==> src/rtl/logic_reduce_pkg.sv <==
// Shared encodings for the logic reduce unit: operation codes, FSM states
// and mode selects.
package logic_reduce_pkg;

  typedef enum logic [1:0] {
    OP_AND  = 2'b00,
    OP_OR   = 2'b01,
    OP_XOR  = 2'b10,
    OP_NAND = 2'b11
  } op_e;

  typedef enum logic [1:0] {
    IDLE  = 2'b00,
    ACCUM = 2'b01,
    DONE  = 2'b10
  } state_e;

  localparam logic MODE_PAIR  = 1'b0;
  localparam logic MODE_ACCUM = 1'b1;

endpackage

==> src/rtl/logic_reduce_unit_alu.sv <==
// Combinational core: per-sample bitwise op and the fold of that result into
// the running accumulator.
module logic_op_alu
  import logic_reduce_pkg::*;
#(
  parameter int WIDTH = 4
) (
  input  op_e              op,
  input  op_e              op_q,
  input  logic [WIDTH-1:0] a,
  input  logic [WIDTH-1:0] b,
  input  logic [WIDTH-1:0] acc,
  output logic [WIDTH-1:0] r,
  output logic [WIDTH-1:0] fold
);

  // NOTE: every always_comb output gets a default first so no path can infer a latch.
  always_comb begin
    r = '0;
    case (op)
      OP_AND:  r = a & b;
      OP_OR:   r = a | b;
      OP_XOR:  r = a ^ b;
      OP_NAND: r = ~(a & b);
      default: r = '0;
    endcase
  end

  // A NAND burst is the AND-reduction of the per-sample NAND results.
  always_comb begin
    fold = '0;
    case (op_q)
      OP_AND:  fold = acc & r;
      OP_OR:   fold = acc | r;
      OP_XOR:  fold = acc ^ r;
      OP_NAND: fold = acc & r;
      default: fold = '0;
    endcase
  end

endmodule

==> src/rtl/logic_reduce_unit.sv <==
// Bitwise logic unit with a pairwise path (one result per sample) and an
// accumulate path that reduces a burst of up to DEPTH samples into one result.
module logic_reduce_unit
  import logic_reduce_pkg::*;
#(
  parameter int WIDTH = 4,
  parameter int DEPTH = 8,
  parameter int CNT_W = $clog2(DEPTH + 1)
) (
  input  logic             clk,
  input  logic             rst,
  input  logic             ena,
  input  logic             in_valid,
  output logic             in_ready,
  input  logic [WIDTH-1:0] in_a,
  input  logic [WIDTH-1:0] in_b,
  input  logic [1:0]       op,
  input  logic             mode,
  input  logic [CNT_W-1:0] burst_len,
  output logic             out_valid,
  input  logic             out_ready,
  output logic [WIDTH-1:0] out_data,
  output logic [CNT_W-1:0] out_count,
  output logic             busy
);

  localparam logic [CNT_W-1:0] CNT_ONE = CNT_W'(1);
  localparam logic [CNT_W-1:0] CNT_MAX = CNT_W'(DEPTH);

  state_e           state, state_d;
  op_e              op_q, op_sel;
  logic [CNT_W-1:0] len_q, len_in, cnt, cnt_inc;
  logic [WIDTH-1:0] acc, r, fold;
  logic             load_pair, start_acc, fold_en, drain;

  // Clamping here is what keeps cnt from ever exceeding DEPTH.
  assign len_in  = (burst_len == '0)     ? CNT_ONE :
                   (burst_len > CNT_MAX) ? CNT_MAX : burst_len;
  assign cnt_inc = cnt + 1'b1;
  assign op_sel  = (state == ACCUM) ? op_q : op_e'(op);
  assign busy    = (state != IDLE);

  logic_op_alu #(.WIDTH(WIDTH)) u_alu (
    .op   (op_sel),
    .op_q (op_q),
    .a    (in_a),
    .b    (in_b),
    .acc  (acc),
    .r    (r),
    .fold (fold)
  );

  // NOTE: asynchronous active-high reset; sequential state uses non-blocking assignments only.
  always_ff @(posedge clk or posedge rst) begin
    if (rst) state <= IDLE;
    else     state <= state_d;
  end

  always_comb begin
    state_d   = state;
    in_ready  = 1'b0;
    load_pair = 1'b0;
    start_acc = 1'b0;
    fold_en   = 1'b0;
    drain     = out_valid & out_ready;
    case (state)
      IDLE: begin
        // A held pairwise result must leave before a new sample is taken.
        in_ready = ena & (!out_valid | out_ready);
        if (in_valid && in_ready) begin
          if (mode == MODE_PAIR) begin
            load_pair = 1'b1;
          end else begin
            start_acc = 1'b1;
            state_d   = (len_in == CNT_ONE) ? DONE : ACCUM;
          end
        end
      end
      ACCUM: begin
        in_ready = ena;
        if (in_valid && in_ready) begin
          fold_en = 1'b1;
          if (cnt_inc == len_q) state_d = DONE;
        end
      end
      DONE: begin
        if (out_ready) state_d = IDLE;
      end
      default: state_d = IDLE;
    endcase
  end

  always_ff @(posedge clk or posedge rst) begin
    if (rst) begin
      op_q      <= OP_AND;
      len_q     <= '0;
      acc       <= '0;
      cnt       <= '0;
      out_valid <= 1'b0;
      out_data  <= '0;
      out_count <= '0;
    end else if (load_pair) begin
      out_data  <= r;
      out_count <= CNT_ONE;
      out_valid <= 1'b1;
    end else if (start_acc) begin
      op_q  <= op_e'(op);
      len_q <= len_in;
      acc   <= r;
      cnt   <= CNT_ONE;
      if (len_in == CNT_ONE) begin
        out_data  <= r;
        out_count <= CNT_ONE;
        out_valid <= 1'b1;
      end else begin
        out_valid <= 1'b0;
      end
    end else if (fold_en) begin
      acc <= fold;
      cnt <= cnt_inc;
      if (cnt_inc == len_q) begin
        out_data  <= fold;
        out_count <= len_q;
        out_valid <= 1'b1;
      end
    end else if (drain) begin
      out_valid <= 1'b0;
    end
  end

endmodule

==> config.mk <==
export PLATFORM = sky130hd
export DESIGN_NAME = logic_reduce_unit
export DESIGN_NICKNAME = d
export VERILOG_FILES = /design/src/rtl/logic_reduce_pkg.sv /design/src/rtl/logic_reduce_unit_alu.sv /design/src/rtl/logic_reduce_unit.sv
export SDC_FILE = /design/constraint.sdc
export NUM_CORES = 1
export LEC_CHECK = 0
export ABC_AREA = 1
export CAP_MARGIN = 20
export CORE_ASPECT_RATIO = 0.75
export CORE_UTILIZATION = 55
export DETAILED_ROUTE_END_ITERATION = 8
export GPL_ROUTABILITY_DRIVEN = 0
export PLACE_DENSITY = 0.84
export SLEW_MARGIN = 15
export SYNTH_ARGS = -nofsm -noshare
export SYNTH_HDL_FRONTEND = slang
export SYNTH_HIERARCHICAL = 1
export SYNTH_SLANG_ARGS = --single-unit
==> constraint.sdc <==
create_clock -name clk -period 4.6 [get_ports clk]
set_input_delay 1.38 -clock clk [delete_from_list [all_inputs] [get_ports clk]]
set_output_delay 1.38 -clock clk [all_outputs]
set_load 0.03 [all_outputs]
Word level (Yosys, flattened, before mapping)
Cells that the tools add are included.

Equal/unequal tests: 17. Reductions and logical operators: 18. Bitwise logic cells: 11. $lt $le $gt $ge: 1. Add/sub/neg operators: 1. Mux-type cells: 41.

Operators with widths (count): $mux W4 (16); $pmux W4 S4 (1); $mux W1 (14); $mux W2 (7); $pmux W4 S3 (1); $eq A2 B2 Y1 const B (5); $and A4 B4 Y4 (2); $or A4 B4 Y4 (2); $xor A4 B4 Y4 (2); $eq A2 B1 Y1 const B (3); $logic_not A2 Y1 (3); $ne A2 B2 Y1 const B (3); $pmux W2 S3 (1); $reduce_and A2 Y1 (3); $reduce_bool A3 Y1 (2); $reduce_and A5 Y1 (1); $add A4 B1 Y4 const B (1); $eq A4 B1 Y1 const B (1); $eq A4 B4 Y1 (1); $gt A4 B4 Y1 const B (1); $logic_not A4 Y1 (1); $ne A2 B1 Y1 const B (2); $ne A4 B3 Y1 const B (1); $not A4 Y4 (1); other kinds (11) (14).

Logic and storage cells: 97. Output and inout port bits: 11. Input port bits: 20. Register bits: 25.

Depth between registers and ports, before layout
Gate-level depths: netlist of run 1.

Depth after elaboration: 10. Mapped depth: 21. Gate-level depth less buffers: 20.

Modules after synthesis
Netlist of run 1, hierarchy kept.

Modules (own cells, without submodules): logic_reduce_unit (times used 1, sequential area each 625.6 µm², area an instance 1435.1 µm², cells an instance 190); logic_op_alu (times used 1, sequential area each 0.0 µm², area an instance 638.1 µm², cells an instance 98).

Worst setup path after synthesis of run 1
Ideal clock, no wire load.

Path type: input port to output port. Start point: input out_ready. End point: output in_ready. Setup slack: 1.480 ns. Data required time: 3.220 ns. Path buffers: 0. Arrival time: 1.740 ns. Cell stages on the path: 4. Path through: inv_2 nand3_1 nand3_1 inv_1.

Longest elaborated chain between the ends: 3.

Ends and longest elaborated chain: from (decl) (RTL line logic_reduce_unit.sv:21) `input logic out_ready,`; $or A1 B1 Y1 (RTL line logic_reduce_unit.sv:69) `in_ready = ena & (!out_valid | out_ready);`; $and A1 B1 Y1 (RTL line logic_reduce_unit.sv:69); $pmux W1 S2 (RTL line logic_reduce_unit.sv:66) `case (state)`; to (decl) (RTL line logic_reduce_unit.sv:14) `output logic in_ready,`.

Every way passes these cells.

Worst setup path in the final report of run 1
Ends and elaborated chain as after synthesis.

==> flow_summary_export.csv, run 1 <==
group,metric,value,unit
cells_and_area,antennaDiodeCount,0,
sta,rsz0062_at_grt,"no",
setup_path,timing.rr.end,"out_data[3]",
grt,grt_usage,0.2455,
clocking,cts.clk_slew.worst_paths,0.08,ns
floorplan,io_pins,31,
cells_and_area,drive_gt1_frac,0.1313,
sta,period_share,0.9198,
logic_synthesis,yosysSeqAreaShare,0.3018,
setup_path,crit-reg2reg-launch,"state[0]",
clocking,cts_setup_buffers,0,
floorplan,die_h,55.17,um
grt,antenna_found_initial,0,
sta,hold_violations,0,
floorplan,die_x,72.90,um
worst_hold_path,worstHoldPathType,"register to register",
placement,numPortBuffers,30,
sta,min_period,4.231,ns
routing,num_vias,1869,
cells_and_area,multi_input_area,1156,um2
placement,place_hpwl,3.440,mm
sta,fmax,0.2363,GHz
clocking,hold_buffers,0,
grt,grt_pass1_vias,1719,
routing,dr.first_iter.drc_count,115,
setup_path,reg2reg_slack,2.09,ns
logic_synthesis,synth.distinct_cells,24,
routing,wl,4.271,mm
pwr,leakage,1.348,nW
setup_path,cp.required,3.22,ns
sta,finalMaxSlewViolations,0,
floorplan,start_util,0.6017,
clocking,clock-sinks,25,
logic_synthesis,synth_nets,327,
setup_path,reg2reg_depth,21,
logic_synthesis,postSynthAreaPerCell,7.199,um2
setup_path,cp-end-kind,"primary output",
logic_synthesis,synthCells,288,
cells_and_area,fillCellCount,293,
cells_and_area,final_cell_mix,"nand2_1 (83), inv_1 (53), clkdlybuf4s50_1 (30)",
worst_hold_path,hold_start,"out_count[0]",
clocking,cts_resized,0,
routing,antenna_left,0,
floorplan,rows,18,
routing,drc_errors,0,
clocking,insertion_delay,0.27,ns
cells_and_area,fin_area,2451,um2
cells_and_area,layout_commonest_cell,"nand2_1",
clocking,numCtsBuffers,3,
setup_path,crit_fanout,3,
cells_and_area,nets,360,
logic_synthesis,syn-cell-area,2073,um2
pwr,ir_worst_vdd,434.8,uV
logic_synthesis,yosys_warnings,6,
grt,grt_max_degree,26,
setup_path,path_class,"input port to primary output",
grt,grt_pass1_wl,7.403,mm
clocking,cts_tree,"done",
job,drv_cap,0,
clocking,cts.path.max_buffers,2,
clocking,cts-htree-levels,1,
logic_synthesis,synth_seq_cells,25,
worst_hold_path,min_path_cells,2,
placement,pre_cts_ws,0.3701,ns
worst_hold_path,hold_end,"out_count[0]",
floorplan,die_area,4022,um2
setup_path,worstPathArrival,2.85,ns
sta,finalSetupViolations,0,
sta,slew_headroom,0.3803,
cells_and_area,utilization,0.7113,
sta,finalClockSkew,0.001395,ns
cells_and_area,syn_to_final_growth,18.23,%
routing,avgRoutedWirePerCell,11.54,um
placement,placed_area,2406,um2
floorplan,coreArea,3446,um2
routing,drt_pass1_iterations,4,
sta,tightest_slew,0.9285,ns
grt,grt_overflow,0,
setup_path,startpoint_type,"input port",
routing,avgViaCountPerCell,5.051,
sta,fin_ws,0.3690,ns
run_status,outcome,"finished, final reports clean",
sta,setup_tns,0,ns
clocking,clockRootBuffer,"clkbuf_8",
pwr,p_per_area,609.8,nW/um2
cells_and_area,ff_latch_area,625.6,um2
## routing by layer
layer | vias to the layer above | track usage | routed length, um | share of wire
met5 | - | 0 | 0 | 0
met4 | 0 | 0.04902 | 31 | 0.0073
met3 | 5 | 0.04348 | 252 | 0.059
met2 | 46 | 0.4206 | 1862 | 0.44
met1 | 844 | 0.3326 | 2124 | 0.50
li1 | 974 | - | - | -
## through the flow
stage | total power, W | hold WS, ns | std cells
3_5_place_dp | 0.001359 | 0.4621 | 366
4_1_cts | 0.001494 | 0.4824 | 370
3_3_place_gp | 0.001317 | 0.4560 | 366
6_report | 0.001495 | 0.4817 | 370
5_1_grt | 0.001642 | 0.4920 | 370
2_1_floorplan | 0.001110 | 0.4699 | 288
## layout make-up
class                      instances  area share
clock buffer                       4     0.01838
timing repair buffer              32      0.1286
sequential                        25      0.2552
inverter                          63      0.1006
tap                               50     0.02552
multi-input combinational        196      0.4717
## cells by family after synthesis
group | count (synthesis) | synth area share
flip-flops | 25 | 0.3018
buffers and inverters | 67 | 0.1406
AO/OA/AOI/OAI | 28 | 0.07484
AND/OR/NAND/NOR | 149 | 0.3681
adder cells (fa/ha/maj) | 19 | 0.1147
## Yosys cell counts
| cell type | instances | share of area |
|---|---|---|
| a21oi_1 | 4 | 0.0097 |
| a21oi_2 | 1 | 0.0042 |
| a21oi_4 | 1 | 0.0078 |
| buf_6 | 4 | 0.022 |
| dfrtp_1 | 25 | 0.30 |
| ha_1 | 19 | 0.11 |
| inv_1 | 53 | 0.096 |
| inv_2 | 7 | 0.013 |
| inv_4 | 2 | 0.0060 |
| inv_6 | 1 | 0.0042 |
| nand2_1 | 83 | 0.15 |
| nand2_2 | 5 | 0.015 |
| nand2_4 | 3 | 0.016 |
| nand3_1 | 21 | 0.051 |
| nand3_2 | 9 | 0.043 |
| nand3_4 | 1 | 0.0085 |
| nand4_1 | 14 | 0.042 |
| nor2_1 | 5 | 0.0091 |
| nor2_2 | 5 | 0.015 |
| nor2_4 | 1 | 0.0054 |
| nor2_8 | 1 | 0.0097 |
| nor3_1 | 1 | 0.0024 |
| o21ai_0 | 12 | 0.029 |
| o21ai_1 | 10 | 0.024 |
## report_power, final
group          internal (W)  switching [W]  total (W)
logic              0.000351       0.000604   0.000956
registers          0.000317      0.0000914   0.000409
clock network     0.0000620      0.0000683   0.000130
## worst max-delay path, stage by stage
cell	delay (ns)
clkdlybuf4s50_1	0.53
inv_2	0.07
nand3_1	0.09
nand3_1	0.07
inv_1	0.05
clkdlybuf4s50_1	0.66
## worst max path at each step
stage	endpoint	start
2_1_floorplan	in_ready	out_ready
3_3_place_gp	in_ready	out_ready
3_5_place_dp	in_ready	out_ready
4_1_cts	in_ready	out_ready
5_1_grt	in_ready	out_ready
6_report	in_ready	out_ready
## registers in the layout (all words and copies together) (netlist names)
register,cells
state,2
out_count,4
cnt,4
out_data,4
op_q,2
out_valid,1
len_q,4
acc,4
(Power assumes the default switching activity.)
==> run 2, diff against run 1 <==
ABC_CLOCK_PERIOD_IN_PS = 4600   (was not set)
RECOVER_POWER = 100   (was not set)
==> flow_summary_export.csv, run 2 (synthesized netlist as in run 1, its figures left out) <==
group,metric,value,unit
placement,numPortBuffers,30,
setup_path,cp.required,3.22,ns
pwr,ir_worst_vdd,388.1,uV
worst_hold_path,hold_end,"out_data[3]",
floorplan,start_util,0.6017,
sta,finalSetupViolations,0,
grt,grt_pass1_vias,1719,
floorplan,io_pins,31,
sta,min_period,4.334,ns
grt,antenna_found_initial,0,
placement,place_hpwl,3.440,mm
clocking,numCtsBuffers,3,
worst_hold_path,worstHoldPathType,"register to register",
floorplan,die_area,4022,um2
clocking,cts_setup_buffers,0,
cells_and_area,layout_commonest_cell,"nand2_1",
setup_path,reg2reg_depth,21,
clocking,hold_buffers,0,
cells_and_area,fillCellCount,301,
setup_path,path_class,"input port to primary output",
cells_and_area,multi_input_area,1104,um2
worst_hold_path,min_path_cells,2,
setup_path,crit-reg2reg-launch,"state[0]",
sta,fmax,0.2308,GHz
cells_and_area,ff_latch_area,625.6,um2
sta,period_share,0.9421,
floorplan,rows,18,
clocking,clock-sinks,25,
cells_and_area,fin_area,2397,um2
routing,drt_pass1_iterations,4,
routing,avgViaCountPerCell,5.041,
pwr,p_per_area,606.2,nW/um2
run_status,outcome,"finished, final reports clean",
clocking,cts_tree,"done",
setup_path,cp-end-kind,"primary output",
sta,slew_headroom,0.3778,
worst_hold_path,hold_start,"out_data[3]",
routing,dr.first_iter.drc_count,92,
grt,grt_max_degree,26,
floorplan,die_h,55.17,um
setup_path,timing.rr.end,"out_data[3]",
placement,placed_area,2406,um2
sta,finalMaxSlewViolations,0,
clocking,cts.clk_slew.worst_paths,0.08,ns
cells_and_area,final_cell_mix,"nand2_1 (85), inv_1 (54), dfrtp_1 (25)",
clocking,insertion_delay,0.27,ns
grt,grt_overflow,0,
cells_and_area,drive_gt1_frac,0.1063,
pwr,leakage,1.350,nW
routing,wl,4.292,mm
floorplan,coreArea,3446,um2
setup_path,worstPathArrival,2.95,ns
clocking,cts_resized,0,
setup_path,startpoint_type,"input port",
routing,num_vias,1865,
setup_path,reg2reg_slack,2.08,ns
routing,drc_errors,0,
cells_and_area,antennaDiodeCount,0,
sta,setup_tns,0,ns
sta,holdWs,0.4768,ns
sta,hold_violations,0,
routing,avgRoutedWirePerCell,11.60,um
setup_path,startpoint,"out_ready",
routing,antenna_left,0,
sta,tightest_slew,0.9322,ns
grt,grt_usage,0.2455,
clocking,clockRootBuffer,"clkbuf_8",
clocking,cts.path.max_buffers,2,
grt,grt_pass1_wl,7.403,mm
cells_and_area,nets,360,
setup_path,crit_fanout,3,
clocking,cts-htree-levels,1,
sta,rsz0062_at_grt,"no",
cells_and_area,syn_to_final_growth,15.63,%
job,drv_cap,0,
floorplan,die_x,72.90,um
sta,finalClockSkew,0.002291,ns
==> run 2: changes by cell type in the layout (fill, tap and decap cells not counted), moves of 2 or more <==
cell             before  now
clkdlybuf4s50_1      30   18
nand2_1              83   85
o21ai_1              11    8
dlygate4sd3_1         0   12
nor2_1                5    7
inv_2                 7    5
o21ai_0              11   14
==> run 2: layout make-up <==
type,instances,area share
multi-input combinational,196,0.4603
sequential,25,0.2610
timing repair buffer,32,0.1315
inverter,63,0.1023
tap,50,0.02610
clock buffer,4,0.01879
==> run 2: how the worst max path moves through the flow <==
stage	endpoint	cells past startpoint	slack, ns
after floorplan	in_ready	4	1.48
after global placement	in_ready	6	0.42
after detailed placement	in_ready	6	0.37
after CTS	in_ready	6	0.37
after global routing	in_ready	6	0.19
final	in_ready	6	0.27
==> run 2: metal layers <==
| layer | track usage | wire length, um | vias to the layer above |
|---|---|---|---|
| met4 | 0.04902 | 31 | 0 |
| li1 | - | - | 973 |
| met1 | 0.3326 | 2188 | 845 |
| met3 | 0.04348 | 174 | 5 |
| met2 | 0.4206 | 1897 | 42 |
| met5 | 0 | 0 | - |
==> run 2: critical path, stage by stage <==
cell and delay (ns):
dlygate4sd3_1 0.59, clkinv_1 0.11, nand3_1 0.09, nand3_1 0.06
inv_1 0.05, clkdlybuf4s50_1 0.66
==> run 2: where the power goes <==
group          switching (W)  internal (W)
Sequential         0.0000881      0.000317
Clock              0.0000683     0.0000621
Combinational       0.000588      0.000329
==> run 2: per-stage QoR <==
stage                 util  worst slack [ns]  cells  total power [W]
floorplan                -             1.480    288         0.001110
global placement    0.6983            0.4230    366         0.001317
detailed placement  0.6983            0.3701    366         0.001359
CTS                 0.7113            0.3673    370         0.001494
global route        0.6957            0.1931    370         0.001598
finish              0.6957            0.2664    370         0.001453
